**config.mk**
```make
export PLATFORM = sky130hd
export DESIGN_NAME = sym_feeder
export DESIGN_NICKNAME = d
export VERILOG_FILES = /design/src/rtl/sym_feeder_pkg.sv /design/src/rtl/sym_fifo.sv /design/src/rtl/sym_feeder.sv
export SDC_FILE = /design/constraint.sdc
export NUM_CORES = 1
export LEC_CHECK = 0
export ABC_AREA = 1
export CORE_UTILIZATION = 40
export DETAILED_ROUTE_END_ITERATION = 7
export PLACE_DENSITY = 0.6
export SLEW_MARGIN = 40
export SYNTH_ARGS = -nofsm -noshare
export SYNTH_HDL_FRONTEND = slang
export SYNTH_HIERARCHICAL = 1
export SYNTH_SLANG_ARGS = --single-unit
```
**constraint.sdc**
```tcl
create_clock -name clock -period 2.14 [get_ports clock]
set_input_delay 0.428 -clock clock [delete_from_list [all_inputs] [get_ports clock]]
set_output_delay 0.428 -clock clock [all_outputs]
set_load 0.02 [all_outputs]
```
**src/rtl/sym_feeder_pkg.sv**
```systemverilog
// Shared types and constants for the symbol feeder slice.
// No logic; state encoding and symbol width live here so the core-facing width has one definition.
// Backpressure is not applicable to a package.
package sym_feeder_pkg;

  localparam int SYM_W = 6;

  typedef enum logic [1:0] {
    BOOT = 2'd0,
    IDLE = 2'd1,
    LOAD = 2'd2,
    HOLD = 2'd3
  } state_t;

  // Bits needed to hold a down-counter starting at hold-1 (never narrower than one bit).
  function automatic int cnt_w(input int hold);
    return ($clog2(hold) < 1) ? 1 : $clog2(hold);
  endfunction

endpackage

```
**src/rtl/sym_fifo.sv**
```systemverilog
// Circular-buffer symbol FIFO with registered count.
// Latency: a pushed word is visible on head the cycle after the push edge (when the FIFO was empty).
// Backpressure: push ignored while full (even with a concurrent pop); pop ignored while empty.
module sym_fifo #(
  parameter int DEPTH = 8,
  parameter int SYM_W = 6
) (
  input  logic                     clock,
  input  logic                     reset,
  input  logic                     push,
  input  logic [SYM_W-1:0]         push_data,
  input  logic                     pop,
  output logic [SYM_W-1:0]         head,
  output logic                     empty,
  output logic                     full,
  output logic [$clog2(DEPTH):0]   count
);

  localparam int AW = $clog2(DEPTH);
  localparam logic [AW:0] FULL_CNT = (AW+1)'(DEPTH);

  logic [SYM_W-1:0] mem [DEPTH];
  logic [AW-1:0]    rd_ptr;
  logic [AW-1:0]    wr_ptr;
  logic             do_push;
  logic             do_pop;

  // Fullness is judged on the registered count, so a same-cycle pop never frees room for a push.
  assign full    = (count == FULL_CNT);
  assign empty   = (count == '0);
  assign do_push = push && !full;
  assign do_pop  = pop && !empty;
  assign head    = mem[rd_ptr];

  // Pointers wrap naturally because DEPTH is a power of two; count moves only on unmatched push/pop.
  always_ff @(posedge clock) begin
    if (reset) begin
      rd_ptr <= '0;
      wr_ptr <= '0;
      count  <= '0;
    end else begin
      if (do_push) wr_ptr <= wr_ptr + AW'(1);
      if (do_pop)  rd_ptr <= rd_ptr + AW'(1);
      case ({do_push, do_pop})
        2'b10:   count <= count + (AW+1)'(1);
        2'b01:   count <= count - (AW+1)'(1);
        default: count <= count;
      endcase
    end
  end

  // Storage carries no reset; stale entries are unreachable once the pointers are cleared.
  always_ff @(posedge clock) begin
    if (do_push) mem[wr_ptr] <= push_data;
  end

endmodule

```
**src/rtl/sym_feeder.sv**
```systemverilog
// Feeds buffered symbols to the core: one stbi-low strike per symbol, then a stbi-high guard window.
// Latency: push into idle empty feeder -> strike in the second cycle after the push; strikes HOLD_CYCLES+2 apart.
// Backpressure: push_ready drops when the FIFO is full; a rejected push sets the sticky overflow flag.
module sym_feeder
  import sym_feeder_pkg::*;
#(
  parameter int DEPTH       = 8,
  parameter int HOLD_CYCLES = 12,
  parameter int CNT_W       = 8
) (
  input  logic             clock,
  input  logic             reset,
  input  logic             push_valid,
  input  logic [SYM_W-1:0] push_data,
  output logic             push_ready,
  output logic [SYM_W-1:0] x_in,
  output logic             stbi,
  output logic             busy,
  output logic [CNT_W-1:0] sent_cnt,
  output logic             overflow
);

  localparam int AW = $clog2(DEPTH);
  localparam int HW = cnt_w(HOLD_CYCLES);
  localparam logic [HW-1:0] HOLD_INIT = HW'(HOLD_CYCLES - 1);
  localparam logic [AW:0]   FULL_CNT  = (AW+1)'(DEPTH);

  state_t           state;
  state_t           state_nxt;
  logic [HW-1:0]    hold_cnt;
  logic [SYM_W-1:0] fifo_head;
  logic             fifo_empty;
  logic             fifo_full;
  logic [AW:0]      fifo_count;
  logic             fifo_push;
  logic             fifo_pop;

  sym_fifo #(
    .DEPTH (DEPTH),
    .SYM_W (SYM_W)
  ) u_fifo (
    .clock     (clock),
    .reset     (reset),
    .push      (fifo_push),
    .push_data (push_data),
    .pop       (fifo_pop),
    .head      (fifo_head),
    .empty     (fifo_empty),
    .full      (fifo_full),
    .count     (fifo_count)
  );

  // State register; reset always restarts the boot settle window.
  always_ff @(posedge clock) begin
    if (reset) state <= BOOT;
    else       state <= state_nxt;
  end

  // Next state: boot and hold both run the shared down-counter to zero before returning to idle.
  always_comb begin
    state_nxt = state;
    case (state)
      BOOT:    if (hold_cnt == '0) state_nxt = IDLE;
      IDLE:    if (!fifo_empty)    state_nxt = LOAD;
      LOAD:                        state_nxt = HOLD;
      HOLD:    if (hold_cnt == '0) state_nxt = IDLE;
      default:                     state_nxt = BOOT;
    endcase
  end

  // Outputs decoded from registered state only, so stbi cannot glitch.
  always_comb begin
    stbi       = (state != LOAD);
    busy       = (state != IDLE) || !fifo_empty;
    push_ready = (fifo_count != FULL_CNT);
    fifo_push  = push_valid && !fifo_full;
    fifo_pop   = (state == LOAD);
  end

  // Datapath: guard counter, presented symbol, strike counter and sticky overflow.
  always_ff @(posedge clock) begin
    if (reset) begin
      hold_cnt <= HOLD_INIT;
      x_in     <= '0;
      sent_cnt <= '0;
      overflow <= 1'b0;
    end else begin
      if (push_valid && fifo_full) overflow <= 1'b1;
      case (state)
        BOOT, HOLD: if (hold_cnt != '0) hold_cnt <= hold_cnt - HW'(1);
        IDLE:       if (!fifo_empty)    x_in     <= fifo_head;
        LOAD: begin
          hold_cnt <= HOLD_INIT;
          sent_cnt <= sent_cnt + CNT_W'(1);
        end
        default: ;
      endcase
    end
  end

endmodule
```
# After elaboration in Yosys (flattened, before gate mapping)
# Memories as Yosys holds them, arrays and structs flattened. A register that Yosys moved wholly into a read port is not among the register bits.
# Cells that the tools add are included.
# totals
regBits	25
ram_bits	48
input_bits	9
out_inout_bits	18
word_cells	52
n_memories	1
# op_classes
addsub	6
eq_ne	12
mux	8
bitwise_logic	1
n_reduce_logical	17
# memory_table
name	words	width	rd	rd_clocked_by_memory_dff	write_ports	line	text
u_fifo.mem	8	6	1	1	1	sym_fifo.sv:22	logic [SYM_W-1:0] mem [DEPTH];
# op_table
operator	n
$pmux 4 s2	2
$add 8x1->8 const B	1
$logic_not 4->1	2
$sub 4x1->4 const B	2
$add 3x1->3 const B	2
$eq 2x2->1 const B	3
$ne 2x1->1 const B	3
$pmux 2 s3	1
$reduce_and 2->1	3
$add 4x1->4 const B	1
$eq 2x1->1 const B	2
$eq 4x4->1 const B	1
$logic_and 1x1->1	4
$mux 2	2
$mux 4	1
$ne 2x2->1 const B	2
$ne 4x4->1 const B	1
$reduce_bool 2->1	2
$reduce_bool 4->1	1
$logic_not 1->1	2
$logic_not 2->1	1
$mux 1	2
$reduce_or 2->1	1
$logic_or 1x1->1	1
$not 1->1	1

# Depth between registers and ports, before layout
# depth
ltp_word	6
mapped_depth	15

# Cells and area by module
# Netlist, hierarchy kept.
# modules_own_cells
module	instances	cells_each	area_each_um2
sym_fifo	1	231	2581.2
sym_feeder	1	142	1013.5

# Worst setup path after synthesis
# Ideal clock, no wire load.
# synth_path
path_kind	flip-flop to flip-flop
from	register u_fifo.count[0]
to	register u_fifo.count[2]
setup_time_ns	0.115
arrival_time_ns	1.807
required_time_ns	2.025
setup_slack_ns	0.218
path_stages_with_launch	14
n_path_buf	0
period_less_slack_ns	1.922
path_cell_list	dfxtp_1 > nor2_2 > nand3_2 > inv_1 > nor2_1 > nand2_2 > ha_1 > nor2_1 > nor2_2 > ha_1 > a21oi_1 > xnor2_1 > o21ai_0 > inv_1
# synth_between
elab_chain_cells	6
word_cells_on_any_way	13
# synth_rtl
item	line	text
start: declaration	sym_fifo.sv:16	output logic [$clog2(DEPTH):0] count
start signal: assignment	sym_fifo.sv:45	2'b10: count <= count + (AW+1)'(1);
start signal: assignment	sym_fifo.sv:46	2'b01: count <= count - (AW+1)'(1);
start signal: assignment	sym_fifo.sv:47	default: count <= count;
$eq 4x4->1 (*)	sym_fifo.sv:29	assign full = (count == FULL_CNT);
via fifo_full	sym_feeder.sv:33	logic fifo_full;
$logic_not 1->1 (*)	sym_feeder.sv:76	fifo_push = push_valid && !fifo_full;
$logic_and 1x1->1 (*)	sym_feeder.sv:76	
via fifo_push	sym_feeder.sv:35	logic fifo_push;
$logic_and 1x1->1 (*)	sym_fifo.sv:31	assign do_push = push && !full;
$eq 2x1->1 / $eq 2x2->1 (equally long branches)	sym_fifo.sv:44	case ({do_push, do_pop})
$pmux 4 s2 / $reduce_bool 2->1 (equally long branches)	--	
# Mark *: on every way through the listed nets, which the timed path passes. The rest lies on a longest branch.
# A chain may end at the register's enable or synchronous reset.

# Final worst setup path
# layout_path
from	register u_fifo.count[1]
to	output port push_ready
# layout_between
elab_chain_cells	1
# layout_rtl
item	line	text
$ne 4x4->1	sym_feeder.sv:75	push_ready = (fifo_count != FULL_CNT);
end: declaration	sym_feeder.sv:15	output logic push_ready,
# Every way passes these cells.

==> impl_metrics.json <==
{
  "final_cells": 531,
  "grt_pass1_vias": 2410,
  "path_cells": "buf_4, nor2_1, nand3b_1, clkdlybuf4s50_1",
  "syn_inst": 373,
  "start_kind": "flop",
  "hpwl_mm": 4.48,
  "synth.area.top_cells": "edfxtp_1, dfxtp_1, nor2_1",
  "num_rows": 34,
  "worst_slack_ps": 159,
  "grt_pass1_wl_mm": 11.2,
  "tns_ps": 0,
  "drt_iter0_markers": 108,
  "ant_nets": 0,
  "peakVddDrop_uv": 874,
  "cts_made_buffers": 9,
  "hold_viol": 0,
  "multi_input_area_um2": 1250,
  "antenna_found_initial": 0,
  "critical_path.max_stage_delay_ps": 600,
  "period_needed_ps": 1980,
  "track_usage": 0.149,
  "h-tree-depth": 3,
  "synthDistinctLibCells": 34,
  "synth_warnings": 6,
  "vias_per_cell": 4.79,
  "cts_tree": "done",
  "postPlaceCellArea_um2": 4040,
  "drc_errors": 0,
  "max-cap-violations": 0,
  "regArea_um2": 2120,
  "area_delta_synth_final_pct": 19.2,
  "layout_commonest_cell": "nor2_1",
  "io_buffers": 26,
  "path_clk_slew_ps": 80,
  "cts_sinks": 82,
  "fillers": 790,
  "fin_area_um2": 4290,
  "die-area_um2": 9370,
  "dpl.cell_count": 515,
  "core_area_um2": 8720,
  "utilization": 0.491,
  "yosysTopAreaCellShare": 0.401,
  "rsz0062_at_grt": "no",
  "arrival_ps": 1550,
  "synth_top_area_cell": "edfxtp_1",
  "powerDensity_nw_per_um2": 1180,
  "ys_seq_elements": 82,
  "relSlewSlack": 0.691,
  "slew_viol_final": 0,
  "diodes": 0,
  "endpoint_kind": "primary output",
  "cts-resized-gates": 2,
  "dp_slack_ps": -162,
  "path_delay_family": "buffers and inverters",
  "layout.nets": 437,
  "cp_num_buf_inv": 2,
  "cp_max_fo": 5,
  "leakage_uw": 0.00170,
  "cts.path.max_buffers": 2,
  "cp_slowest_cell": "clkdlybuf4s50_1",
  "skew_ps": 4.84,
  "chipHeight_um": 96.8,
  "final_cell_mix": "nor2_1, nand2_1, edfxtp_1",
  "fin_crit_sh": 0.926,
  "synth-seq-area-share": 0.590,
  "grt_max_degree": 26,
  "drt-pass1-iter-count": 4,
  "die_x_um": 96.8,
  "wl_per_cell_um": 12.3,
  "path_class": "reg -> out",
  "synth.cell_area_um2": 3590,
  "grt-ovfl-total": 0,
  "io_pins": 27,
  "critical_path_required_ps": 1710,
  "postCtsSetupRepairBufs": 0,
  "synth_nets": 392,
  "start_util": 0.412,
  "vias": 2546,
  "drive_gt1_frac": 0.125,
  "hold_class": "reg -> reg",
  "root_buffer": "clkbuf_8",
  "insertion_delay_ps": 350,
  "holdBufCountCts": 0,
  "setup_viol": 0,
  "tightest_slew_ps": 462,
  "max_freq_mhz": 505,
  "avgSynthCellArea_um2": 9.64,
  "gp_congestion": 0.758,
  "status": "finished clean",
  "drt_wl_total_mm": 6.52
}
worst min-delay path, delay by kind of cell, from the launching register on:
| family | cells | cell delay [ps] |
|---|---|---|
| flops | 1 | 340 |
| simple gates | 1 | 70 |
| compound gates | 1 | 40 |
cell usage after synthesis:
| cell type | number |
|---|---|
| xnor2_1 | 2 |
| inv_4 | 1 |
| a211oi_1 | 1 |
| buf_8 | 1 |
| nor3_1 | 2 |
| edfxtp_1 | 48 |
| xor2_1 | 1 |
| nand3_1 | 14 |
| nand2_4 | 2 |
| nor2_4 | 1 |
| buf_2 | 2 |
| clkbuf_1 | 1 |
| nand3b_1 | 1 |
| a21oi_1 | 16 |
| nand2_1 | 61 |
| or2_1 | 1 |
| o21ai_0 | 32 |
| nand3b_2 | 1 |
| nor3b_1 | 1 |
| buf_6 | 2 |
| clkbuf_8 | 1 |
| nor3b_2 | 1 |
| o22ai_1 | 6 |
| ha_1 | 10 |
| inv_1 | 39 |
| mux2i_1 | 6 |
| nand4_1 | 3 |
| nand3_2 | 2 |
| nor2_2 | 2 |
| o21ai_1 | 7 |
| buf_4 | 2 |
| nor2_1 | 65 |
| dfxtp_1 | 34 |
| nand2_2 | 4 |
routing by layer:
layer | part of all wire | vias up | GRT usage
met5 | 0 | - | 0
met4 | 0.015 | 0 | 0.0586
met3 | 0.024 | 7 | 0.0390
met2 | 0.48 | 18 | 0.247
met1 | 0.48 | 1187 | 0.185
li1 | - | 1334 | -
per-stage QoR:
stage	hold slack, ps	power [uW]
finish	482	5060
floorplan	450	3280
CTS	492	5090
global route	515	5420
global placement	457	3740
detailed placement	469	3770
area by class of cell:
class | instances | share of cell area
clock inverter | 7 | 0.0272
timing repair buffer | 43 | 0.0899
multi-input combinational | 242 | 0.291
sequential | 82 | 0.496
clock buffer | 9 | 0.0289
inverter | 40 | 0.0356
tap | 108 | 0.0315
worst paths after layout:
| kind | slack [ps] | startpoint | depth (start not counted) | to |
|---|---|---|---|---|
| max | 160 | u_fifo/count[1] | 4 | push_ready |
| min | 480 | overflow | 2 | overflow |
| max reg2reg | 230 | u_fifo/count[2] | 13 | u_fifo/count[2] |
| min reg2reg | 480 | overflow | 2 | overflow |
report_power, final:
group,internal [uW],switching [uW],leakage [uW]
Clock,774,553,0.000116
Sequential,1910,137,0.000713
Combinational,667,1020,0.000873
Total,3350,1710,0.00170
flip-flops by register name (all words and copies together) (netlist names), named ones only:
signal,count
u_fifo/mem,48
sent_cnt,8
x_in,6
hold_cnt,4
u_fifo/count,4
u_fifo/rd_ptr,3
u_fifo/wr_ptr,3
state,2
overflow,1
kinds of logic after synthesis:
logic type	Yosys count	synth area share
XOR/XNOR	3	0.00731
buffers and inverters	49	0.0647
multiplexers	6	0.0167
AND/OR/NAND/NOR	161	0.197
adder cells (fa/ha/maj)	10	0.0348
AO/OA/AOI/OAI	62	0.0891
flip-flops	82	0.590
(Power assumes the default switching activity.)
==> variant: new RTL, same settings <==
Encoding of `state_t`: now one-hot (4 bits for 4 states).
--- a/src/rtl/sym_feeder_pkg.sv
+++ b/src/rtl/sym_feeder_pkg.sv
@@ -5,11 +5,11 @@
 
   localparam int SYM_W = 6;
 
-  typedef enum logic [1:0] {
-    BOOT = 2'd0,
-    IDLE = 2'd1,
-    LOAD = 2'd2,
-    HOLD = 2'd3
+  typedef enum logic [3:0] {
+    BOOT = 4'b0001,
+    IDLE = 4'b0010,
+    LOAD = 4'b0100,
+    HOLD = 4'b1000
   } state_t;
 
   // Bits needed to hold a down-counter starting at hold-1 (never narrower than one bit).
Check against the original RTL: same outputs for any inputs over 10 cycles, from zero or initial values and one cycle with reset high; not proved beyond that.
==> variant against the original RTL <==
  * Fmax decreased by 2.1%
  * Largest cell class unchanged
  * Sequential share of layout area decreased by 0.22 points
  * Setup slack got worse by 42 ps
  * Register-to-register slack got worse by 60 ps
  * Area after synthesis increased by 3.0%
  * Routed wire length increased by 4.3%
  * Cell area increased by 2.3%
  * Sequential cell count increased by 2
Power is not compared: it rests on default switching activity, and its combinational part moved more than twofold at a synthesized area within 25%.
==> variant: results (changes against the original RTL) <==
outcome: "complete, no violations"  # unchanged
synthDistinctLibCells: 39  # was 34
top_regs: "u_fifo/mem: 48 flops, sent_cnt: 8 flops, x_in: 6 flops"  # unchanged
post-place-ws_ps: -185  # was -162 ps
slowest_stage: "dfxtp_1"  # was clkdlybuf4s50_1
wl_met2_um: 3100  # about the same
drive_above_1_share_pct: 14.5  # was 12.5%
dp_hpwl_um: 4690  # was 4480 µm
fin_nets: 447  # was 437
use_met2_pct: 24.8  # was 24.7%
grt_first_pass_wirelength_um: 11600  # was 11200 µm
synth-seq-area-share_pct: 58.4  # was 59.0%
dr.pass1.iters: 6  # was 4
synthTopCellsByArea: "edfxtp_1, dfxtp_1, nand2_1"  # was edfxtp_1, dfxtp_1, nor2_1
syn_nets: 398  # was 392
grtUsageTotal_pct: 15.5  # was 14.9%
slowest_delay_ps: 420  # was 600 ps
grt_pass1_vias: 2483  # was 2410
r2r_slack_ps: 170  # was 230 ps
synth.top_cells.by_count: "nand2_1, nor2_1, edfxtp_1"  # was nor2_1, nand2_1, edfxtp_1
arrival_ps: 1590  # was 1550 ps
routed_wl_um: 6790  # was 6520 µm
dpl.cell_count: 525  # was 515
syn-instance-count: 381  # was 373
use_met3_pct: 3.29  # was 3.90%
path_max_fanout: 7  # was 5
top_layer_used: "met4"  # unchanged
met3WireLength_um: 219  # was 155 µm
use_met1_pct: 20.3  # was 18.5%
final_cells: 543  # was 531
fillers: 841  # was 790
met1Wirelength_um: 3390  # was 3160 µm
via_per_inst: 4.84  # was 4.79
==> variant: path summary, 6_finish.rpt <==
| check | start | to |
|---|---|---|
| worst min register to register | x_in[4] | x_in[4] |
| worst max-delay path | state[0] | stbi |
| worst max register to register | u_fifo/count[2] | u_fifo/count[2] |
| worst min-delay path | x_in[4] | x_in[4] |
==> variant: stage by stage <==
step | area (µm²) | setup TNS, ps | power, mW | hold WS (ps)
2_1_floorplan | 3700 | 0 | 2.40 | 428
5_1_grt | 4390 | 0 | 3.91 | 474
3_5_place_dp | 4170 | -231 | 2.60 | 440
4_1_cts | 4360 | 0 | 3.74 | 454
3_3_place_gp | 4170 | -85.3 | 2.59 | 435
6_report | 4390 | 0 | 3.69 | 450
==> variant: cell families after synthesis <==
logic type                 Yosys count  share of synthesized area, %
DFF                                 84                          58.4
xor gates and xnor gates             4                         0.947
buffers and inverters               58                          6.96
AOI/OAI and AO/OA                   68                          9.87
muxes                                6                          1.62
adders and majority gates            8                          2.70
and+or+nand+nor                    153                          19.5
==> variant: final cells by class <==
| cell class | count | share of cell area [%] |
|---|---|---|
| sequential | 84 | 49.4 |
| inverter | 49 | 4.25 |
| multi-input combinational | 239 | 29.3 |
| timing repair buffer | 47 | 9.50 |
| clock buffer | 9 | 2.82 |
| tap | 108 | 3.08 |
| clock inverter | 7 | 1.71 |
==> variant: report_power, final <==
group | internal [mW] | total [mW] | switching, mW
clock network | 0.545 | 1.13 | 0.584
registers | 1.82 | 1.89 | 0.0704
logic | 0.259 | 0.671 | 0.412
total | 2.62 | 3.69 | 1.07
==> variant: tightest hold or removal path, stage by stage, from the launching register on <==
cell and delay (ps):
dfxtp_1 320, inv_1 50, a21oi_1 50
